$ cat config.mk
export PLATFORM = sky130hd
export DESIGN_NAME = dsp_mac_pipe
export DESIGN_NICKNAME = d
export VERILOG_FILES = /design/src/rtl/dsp_mac_pipe.sv
export SDC_FILE = /design/constraint.sdc
export NUM_CORES = 1
export LEC_CHECK = 0
export ABC_AREA = 1
export CELL_PAD_IN_SITES_DETAIL_PLACEMENT = 1
export CELL_PAD_IN_SITES_GLOBAL_PLACEMENT = 1
export CORE_ASPECT_RATIO = 1.25
export CORE_MARGIN = 2
export CORE_UTILIZATION = 44
export DETAILED_ROUTE_END_ITERATION = 10
export PLACE_DENSITY = 0.8
export SYNTH_ARGS = -nofsm -noshare
export SYNTH_HDL_FRONTEND = slang
export SYNTH_SLANG_ARGS = --single-unit
$ cat constraint.sdc
create_clock -name CLK -period 6.3 [get_ports CLK]
set_input_delay 1.575 -clock CLK [delete_from_list [all_inputs] [get_ports CLK]]
set_output_delay 1.575 -clock CLK [all_outputs]
set_load 0.01 [all_outputs]
$ cat src/rtl/dsp_mac_pipe.sv
// dsp_mac_pipe: three-stage multiply-accumulate with signed/unsigned arithmetic, opcode select and saturation
module dsp_mac_pipe #(
  parameter int A_W = 8,
  parameter int B_W = 8,
  parameter int ACC_W = 32,
  parameter int SIGNED = 1,
  parameter int SATURATE = 1
) (
  input  logic             CLK,
  input  logic             RST,
  input  logic             CE,
  input  logic             in_valid,
  input  logic [A_W-1:0]   A,
  input  logic [B_W-1:0]   B,
  input  logic [ACC_W-1:0] C,
  input  logic [1:0]       OPMODE,
  output logic [ACC_W-1:0] P,
  output logic             out_valid,
  output logic             OVERFLOW
);
  localparam int MW = A_W + B_W;
  localparam int EW = ACC_W + 2;
  generate
    if (ACC_W < MW) begin : g_bad_width
      $error("dsp_mac_pipe: ACC_W must be >= A_W+B_W");
    end
  endgenerate
  logic [A_W-1:0]   a_r;
  logic [B_W-1:0]   b_r;
  logic [ACC_W-1:0] c_r, c2_r;
  logic [1:0]       op_r, op2_r;
  logic             v1_r, v2_r;
  logic [MW-1:0]    m_r;
  logic signed [MW-1:0] prod_s;
  logic [MW-1:0]    prod_u, prod;
  logic [EW-1:0]    m_x, c_x, p_x, sum;
  logic             ms, cs, ps, neg, ovf;
  logic [ACC_W-1:0] bound, p_nxt;
  // all-signed operands so the multiply sign-extends into the full product width
  assign prod_s = $signed(a_r) * $signed(b_r);
  assign prod_u = a_r * b_r;
  assign prod = (SIGNED != 0) ? prod_s : prod_u;
  always_ff @(posedge CLK or posedge RST) begin
    if (RST) begin
      a_r <= '0;
      b_r <= '0;
      c_r <= '0;
      op_r <= '0;
      v1_r <= 1'b0;
      m_r <= '0;
      c2_r <= '0;
      op2_r <= '0;
      v2_r <= 1'b0;
    end else if (CE) begin
      a_r <= A;
      b_r <= B;
      c_r <= C;
      op_r <= OPMODE;
      v1_r <= in_valid;
      m_r <= prod;
      c2_r <= c_r;
      op2_r <= op_r;
      v2_r <= v1_r;
    end
  end
  always_comb begin
    ms = (SIGNED != 0) && m_r[MW-1];
    cs = (SIGNED != 0) && c2_r[ACC_W-1];
    ps = (SIGNED != 0) && P[ACC_W-1];
    m_x = {{(EW-MW){ms}}, m_r};
    c_x = {{2{cs}}, c2_r};
    p_x = {{2{ps}}, P};
    sum = (op2_r == 2'b00) ? m_x :
          (op2_r == 2'b01) ? m_x + c_x :
          (op2_r == 2'b10) ? p_x + m_x : p_x - m_x;
    neg = sum[EW-1];
    // signed fits when the bits above the result sign all agree; unsigned when they are all zero
    ovf = (SIGNED != 0) ? !((&sum[EW-1:ACC_W-1]) || !(|sum[EW-1:ACC_W-1])) : |sum[EW-1:ACC_W];
    bound = (SIGNED != 0) ? (neg ? {1'b1, {(ACC_W-1){1'b0}}} : {1'b0, {(ACC_W-1){1'b1}}})
                          : (neg ? {ACC_W{1'b0}} : {ACC_W{1'b1}});
    p_nxt = (ovf && SATURATE != 0) ? bound : sum[ACC_W-1:0];
  end
  always_ff @(posedge CLK or posedge RST) begin
    if (RST) begin
      P <= '0;
      out_valid <= 1'b0;
      OVERFLOW <= 1'b0;
    end else if (CE) begin
      out_valid <= v2_r;
      if (v2_r) begin
        P <= p_nxt;
        OVERFLOW <= ovf;
      end
    end
  end
endmodule
==> results.py <==
metrics = {
    "outcome": {
        "outcome": "finished clean",
    },
    "synth": {
        "synthFlopType": "dfrtp_1",
        "synth_fp_nets": 2177,
        "synth.distinct_cells": 49,
        "synthCells": 1969,
        "syn_area_um2": 13220,
        "seq_area_frac_synth_pct": 25.75,
        "async_flop_share_pct": 100.0,
        "synth_edf_count": 0,
        "synth-seq-cells": 136,
        "yosysWarnings": 0,
        "avgSynthCellArea_um2": 6.714,
    },
    "floorplanning": {
        "start_util_pct": 44.92,
        "rows": 70,
        "die_area_um2": 31450,
        "ios": 88,
        "core-area_um2": 29430,
        "die_w_um": 159.0,
        "die_y_um": 197.8,
    },
    "global_routing": {
        "antenna_found_initial": 0,
        "grt_pass1_vias": 13920,
        "grt_pass1_wl_um": 70910,
        "gr-total-overflow": 0,
        "grt_max_degree": 96,
        "grt_usage_pct": 28.42,
    },
    "route": {
        "ant_nets": 0,
        "route.vias.total": 12810,
        "drt_iter0_markers": 451,
        "wl_per_cell_um": 17.84,
        "drc": 0,
        "viasPerCell": 5.269,
        "dr.pass1.iters": 4,
        "wl_um": 43360,
    },
    "worst_setup_path": {
        "slowest_stage": "nor2_4",
        "cpMostUsedCell": "nand2_1",
        "arrival_ns": 5.49,
        "cp-end-kind": "flop",
        "crit_type": "reg2reg",
        "critPathMaxFanout": 32,
        "crit_path_start_kind": "flop",
        "worstPathRequired_ns": 6.67,
        "crit_path_max_incr_delay_ns": 0.61,
    },
    "power_and_ir_drop": {
        "power_density_nw_per_um2": 535.4,
        "leakagePower_nw": 8.147,
        "ir_worst_vdd_mv": 0.2401,
        "power_mw": 8.031,
    },
    "clock_network": {
        "cts_sinks": 136,
        "cts_setup_buffers": 0,
        "root_buffer": "clkbuf_16",
        "cts.clk_slew.worst_paths_ns": 0.06,
        "cts.htree.levels": 4,
        "cts_tree": "yes",
        "cts_hold_buf": 0,
        "cts_resized": 0,
        "numCtsBuffers": 17,
        "clkLatencyLatePin_ns": 0.44,
        "cts_buffer_depth": 2,
    },
    "timing": {
        "slew-limit-headroom_pct": 39.64,
        "slew_violations": 0,
        "fin_hold_ws_ns": 0.4724,
        "tns_ns": 0,
        "fmax_mhz": 195.6,
        "finalCritPeriodShare_pct": 81.17,
        "fin_skew_ns": 0.007246,
        "tightest_slew_ns": 0.9054,
        "finalCriticalPeriod_ns": 5.114,
        "finalHoldViolations": 0,
        "rsz0062_at_grt": "no",
        "setup_slack_ns": 1.186,
        "setup_viol": 0,
    },
    "finish": {
        "diodes": 0,
        "synthToLayoutAreaGrowth_pct": 13.48,
        "final_cell_mix": "683 x nand2_1, 326 x inv_1, 136 x dfrtp_1, 113 x nor2_1, 108 x o21ai_0",
        "num-nets-final": 2230,
        "layout_commonest_cell": "nand2_1",
        "drive_gt1_share_pct": 3.980,
    },
    "placed_design": {
        "hpwl_um": 34890,
        "portBuffers": 87,
        "gp_congestion": 0.9370,
        "place_ws_ns": 1.383,
    },
    "job": {
        "cap_violations": 0,
    },
    "hold_path": {
        "min_path_type": "reg2reg",
    },
}
sequential cells by signal, indices dropped and copies added (netlist names):
| signal | count |
|---|---|
| b_r | 8 |
| op2_r | 2 |
| out_valid | 1 |
| a_r | 8 |
| c2_r | 32 |
| OVERFLOW | 1 |
| v1_r | 1 |
| v2_r | 1 |
| P | 32 |
| m_r | 16 |
| c_r | 32 |
| op_r | 2 |
cell usage after synthesis (4+ instances only):
library cell / count / area, µm²
xnor2_1: 11 / 96.34
fa_1: 57 / 1141
a21boi_0: 9 / 67.56
o211ai_1: 11 / 82.58
inv_1: 328 / 1231
nand2_1: 683 / 2564
dfrtp_1: 136 / 3403
buf_1: 4 / 15.01
o21bai_1: 20 / 150.1
and3_1: 8 / 50.05
a21o_1: 8 / 60.06
buf_4: 4 / 30.03
clkbuf_1: 45 / 168.9
a31oi_1: 6 / 37.54
buf_2: 5 / 25.02
nand2_2: 9 / 56.30
nand3_1: 85 / 425.4
or2_2: 7 / 43.79
nand4_1: 7 / 43.79
a21oi_1: 98 / 490.5
xor2_1: 33 / 289.0
nor3_1: 17 / 85.08
nand3b_1: 5 / 37.54
ha_1: 97 / 1214
nor2_2: 5 / 31.28
a21boi_1: 14 / 105.1
and2_1: 4 / 25.02
nor2_1: 114 / 427.9
o21ai_0: 108 / 540.5
worst max-delay path, delay by kind of cell (launching register included):
kind                       cells  cell delay, ns
DFF                            1            0.41
buffers and inverters          5            0.39
adders and majority gates      3            0.89
and+or+nand+nor               17            3.13
AOI/OAI and AO/OA              1            0.22
worst paths after layout:
check / from / end / slack [ns] / cells after the start
max: m_r[1]$_DFFE_PP0P_ / P[16]$_DFFE_PP0P_ / 1.19 / 26
min: c_r[24]$_DFFE_PP0P_ / c_r[24]$_DFFE_PP0P_ / 0.47 / 2
max reg2reg: m_r[1]$_DFFE_PP0P_ / P[16]$_DFFE_PP0P_ / 1.19 / 26
min reg2reg: c_r[24]$_DFFE_PP0P_ / c_r[24]$_DFFE_PP0P_ / 0.47 / 2
max in group asynchronous: RST / c_r[17]$_DFFE_PP0P_ / 3.43 / 3
min in group asynchronous: RST / a_r[6]$_DFFE_PP0P_ / 1.68 / 2
through the flow:
step	cells	cell area (µm²)	util, %
2_1_floorplan	1969	13220	-
3_3_place_gp	2399	14380	48.86
3_5_place_dp	2399	14380	48.86
4_1_cts	2431	15000	50.97
5_1_grt	2431	15000	50.97
6_report	2431	15000	50.97
area by class of cell:
type / instances / area (µm²)
Inverter: 331 / 1250
Clock buffer: 18 / 439.2
Tap cell: 396 / 495.5
Timing Repair Buffer: 95 / 928.4
Clock inverter: 14 / 183.9
Multi-Input combinational cell: 1441 / 8300
Sequential cell: 136 / 3403
Fill cell: 3960 / 14430
routing by layer:
layer	track usage, %	wire length, µm	vias to the layer above
met5	0	0	-
met4	10.61	1419	0
met3	2.576	945	77
met2	54.67	22950	200
met1	32.60	18050	6281
li1	-	-	6250
cell families after synthesis:
group                      count (synthesis)  share of synthesized area [%]
and+or+nand+nor                          957                          29.70
buffers and inverters                    392                          11.48
AOI/OAI and AO/OA                        286                          12.34
xor gates and xnor gates                  44                          2.915
adders and majority gates                154                          17.81
DFF                                      136                          25.75
where the power goes:
group | total, mW | leakage (nW) | switching (mW) | internal [mW]
clock | 1.08 | 0.305 | 0.437 | 0.644
sequential | 1.38 | 1.66 | 0.292 | 1.08
combinational | 5.57 | 6.18 | 3.60 | 1.97
Note: power is estimated with default switching activity, not from simulation.
==> patch (config.mk and constraints unchanged) <==
The parameter `SATURATE` goes from 1 to 0.
--- a/src/rtl/dsp_mac_pipe.sv
+++ b/src/rtl/dsp_mac_pipe.sv
@@ -6,3 +6,3 @@
   parameter int SIGNED = 1,
-  parameter int SATURATE = 1
+  parameter int SATURATE = 0
 ) (
Formal check against the unedited RTL: not equivalent (a bounded check fails within 4 cycles, from zero or initial values and one cycle with RST high).
==> patch against the unedited design <==
Synthesized area down 3.8%. Sequential share of layout area up 0.83 points. Power down 7.7%. Critical path depth down 4. Wire length down 4.7%. Final area down 3.5%. Setup slack better by 0.33 ns. Via count down 4.3%. Clock power down 7%. Sequential cell count unchanged. Non-clock buffer count up 1. Sequential power down 4%. Utilization about the same. Critical endpoint is now m_r[15]$_DFFE_PP0P_. Largest cell class unchanged.
==> patch: results (changes against the unedited design) <==
| Metric | Value |
|---|---|
| Clk_lat worst skew | `0.46 ns (was 0.44 ns)` |
| Post-synth top cells | `nand2_1 (593), inv_1 (340), dfrtp_1 (136), o21ai_0 (136), nor2_1 (116) (was nand2_1 (683), inv_1 (328), dfrtp_1 (136))` |
| Worst Setup Slack post-DPL | `1.621 ns (was 1.383 ns)` |
| Max IR drop VDD | `0.1890 mV (was 0.2401 mV)` |
| Switching Share | `53.78% (was 53.91%)` |
| Largest net degree at the start of global routing | `94 (was 96)` |
| Reg2Reg Setup Slack | `1.52 ns (was 1.19 ns)` |
| Synth top area cells | `dfrtp_1 (27%), nand2_1 (17%), inv_1 (10%), ha_1 (9.5%), fa_1 (9.0%) (was dfrtp_1 (26%), nand2_1 (19%), inv_1 (9.3%), ha_1 (9.2%), fa_1 (8.6%))` |
| Crit-path max FO | `9 (was 32)` |
| Cells after synthesis | `1,884 (was 1,969)` |
| Seq/Total Area, Yosys | `26.76% (was 25.75%)` |
| Fill count | `3,765 (was 3,960)` |
| Crit. Startpoint | `b_r[0]$_DFFE_PP0P_ (was m_r[1]$_DFFE_PP0P_)` |
| DRT iter0 DRCs | `430 (was 451)` |
| Detailed-route via count | `12,255 (was 12,808)` |
| Worst reg2reg path depth | `22 (was 26)` |
| Placed cells | `2,284 (was 2,399)` |
| Initial antenna violation count | `1 (was 0)` |
| Syn nets | `2,092 (was 2,177)` |
| Worst Setup EP | `m_r[15]$_DFFE_PP0P_ (was P[16]$_DFFE_PP0P_)` |
| WL per Instance | `17.84 um (about the same)` |
| GPL Wtd Cong | `0.8709 (was 0.9370)` |
| # nets final | `2,156 (was 2,230)` |
| Final WL | `41.31 mm (was 43.36 mm)` |
| Slew @ Worst Pin | `1.065 ns (was 0.9054 ns)` |
| Status | `finished, final reports clean (unchanged)` |
| Lkg Pwr | `0.007830 uW (was 0.008147 uW)` |
| GRT Total Usage | `28.55% (was 28.42%)` |
| Min-Delay Startpoint | `op_r[0]$_DFFE_PP0P_ (was c_r[24]$_DFFE_PP0P_)` |
patch: area by class of cell:
| type | instances | area, sq um | share of cell area (%) |
|---|---|---|---|
| Tap cell | 355 | 444.2 | 3.069 |
| Multi-Input combinational cell | 1352 | 7828 | 54.09 |
| Timing Repair Buffer | 96 | 935.9 | 6.467 |
| Clock inverter | 13 | 108.9 | 0.7521 |
| Inverter | 345 | 1300 | 8.982 |
| Clock buffer | 19 | 452.9 | 3.130 |
| Sequential cell | 136 | 3403 | 23.52 |
patch: worst max-delay path, stage by stage, from the launching register on:
cell and delay [ns]:
dfrtp_1 0.50, nand2_1 0.10, inv_1 0.07, ha_1 0.45, inv_1 0.17, fa_1 0.55
inv_1 0.05, fa_1 0.48, inv_1 0.05, fa_1 0.55, inv_1 0.06, ha_1 0.38
inv_1 0.09, nor3_1 0.24, a21oi_1 0.15, o21ai_0 0.28, nand2_1 0.08, nand2_1 0.06
nand2_1 0.06, nand2_1 0.06, nand2_1 0.04, nand3_1 0.05, o21ai_0 0.08
patch: how the worst min path moves through the flow:
stage | cells after the start | endpoint
2_1_floorplan | 2 | c_r[24]$_DFFE_PP0P_
3_3_place_gp | 2 | c_r[27]$_DFFE_PP0P_
3_5_place_dp | 2 | c_r[27]$_DFFE_PP0P_
4_1_cts | 2 | c_r[27]$_DFFE_PP0P_
5_1_grt | 2 | c_r[27]$_DFFE_PP0P_
6_report | 2 | op_r[0]$_DFFE_PP0P_
patch: power groups by stage:
stage / registers, uW / logic [uW] / clock network (uW)
floorplan: 1290 / 3510 / 0
global placement: 1330 / 4860 / 0
detailed placement: 1340 / 5020 / 0
CTS: 1320 / 5090 / 1020
global route: 1360 / 5780 / 1050
finish: 1330 / 5080 / 1000
patch: kinds of logic (layout without fill, tap and decap cells):
group,Yosys count,after routing,synth area share (%)
buffers and inverters,396,473,11.71
DFF,136,136,26.76
and+or+nand+nor,890,890,29.18
AOI/OAI and AO/OA,279,279,11.85
adders and majority gates,154,154,18.51
xor gates and xnor gates,29,29,1.997
patch: stage by stage:
| stage | power [uW] | hold WS, ns |
|---|---|---|
| after global routing | 8181 | 0.4940 |
| after floorplan | 4801 | 0.4417 |
| after global placement | 6190 | 0.4536 |
| final | 7413 | 0.4745 |
| after detailed placement | 6363 | 0.4587 |
| after CTS | 7425 | 0.4751 |
patch: metal layers:
layer | up-vias | wire length (um) | track usage, %
met5 | - | 10 | 0
met4 | 2 | 1438 | 10.87
met3 | 81 | 1093 | 3.554
met2 | 188 | 20970 | 51.34
met1 | 5960 | 17800 | 34.57
li1 | 6024 | - | -
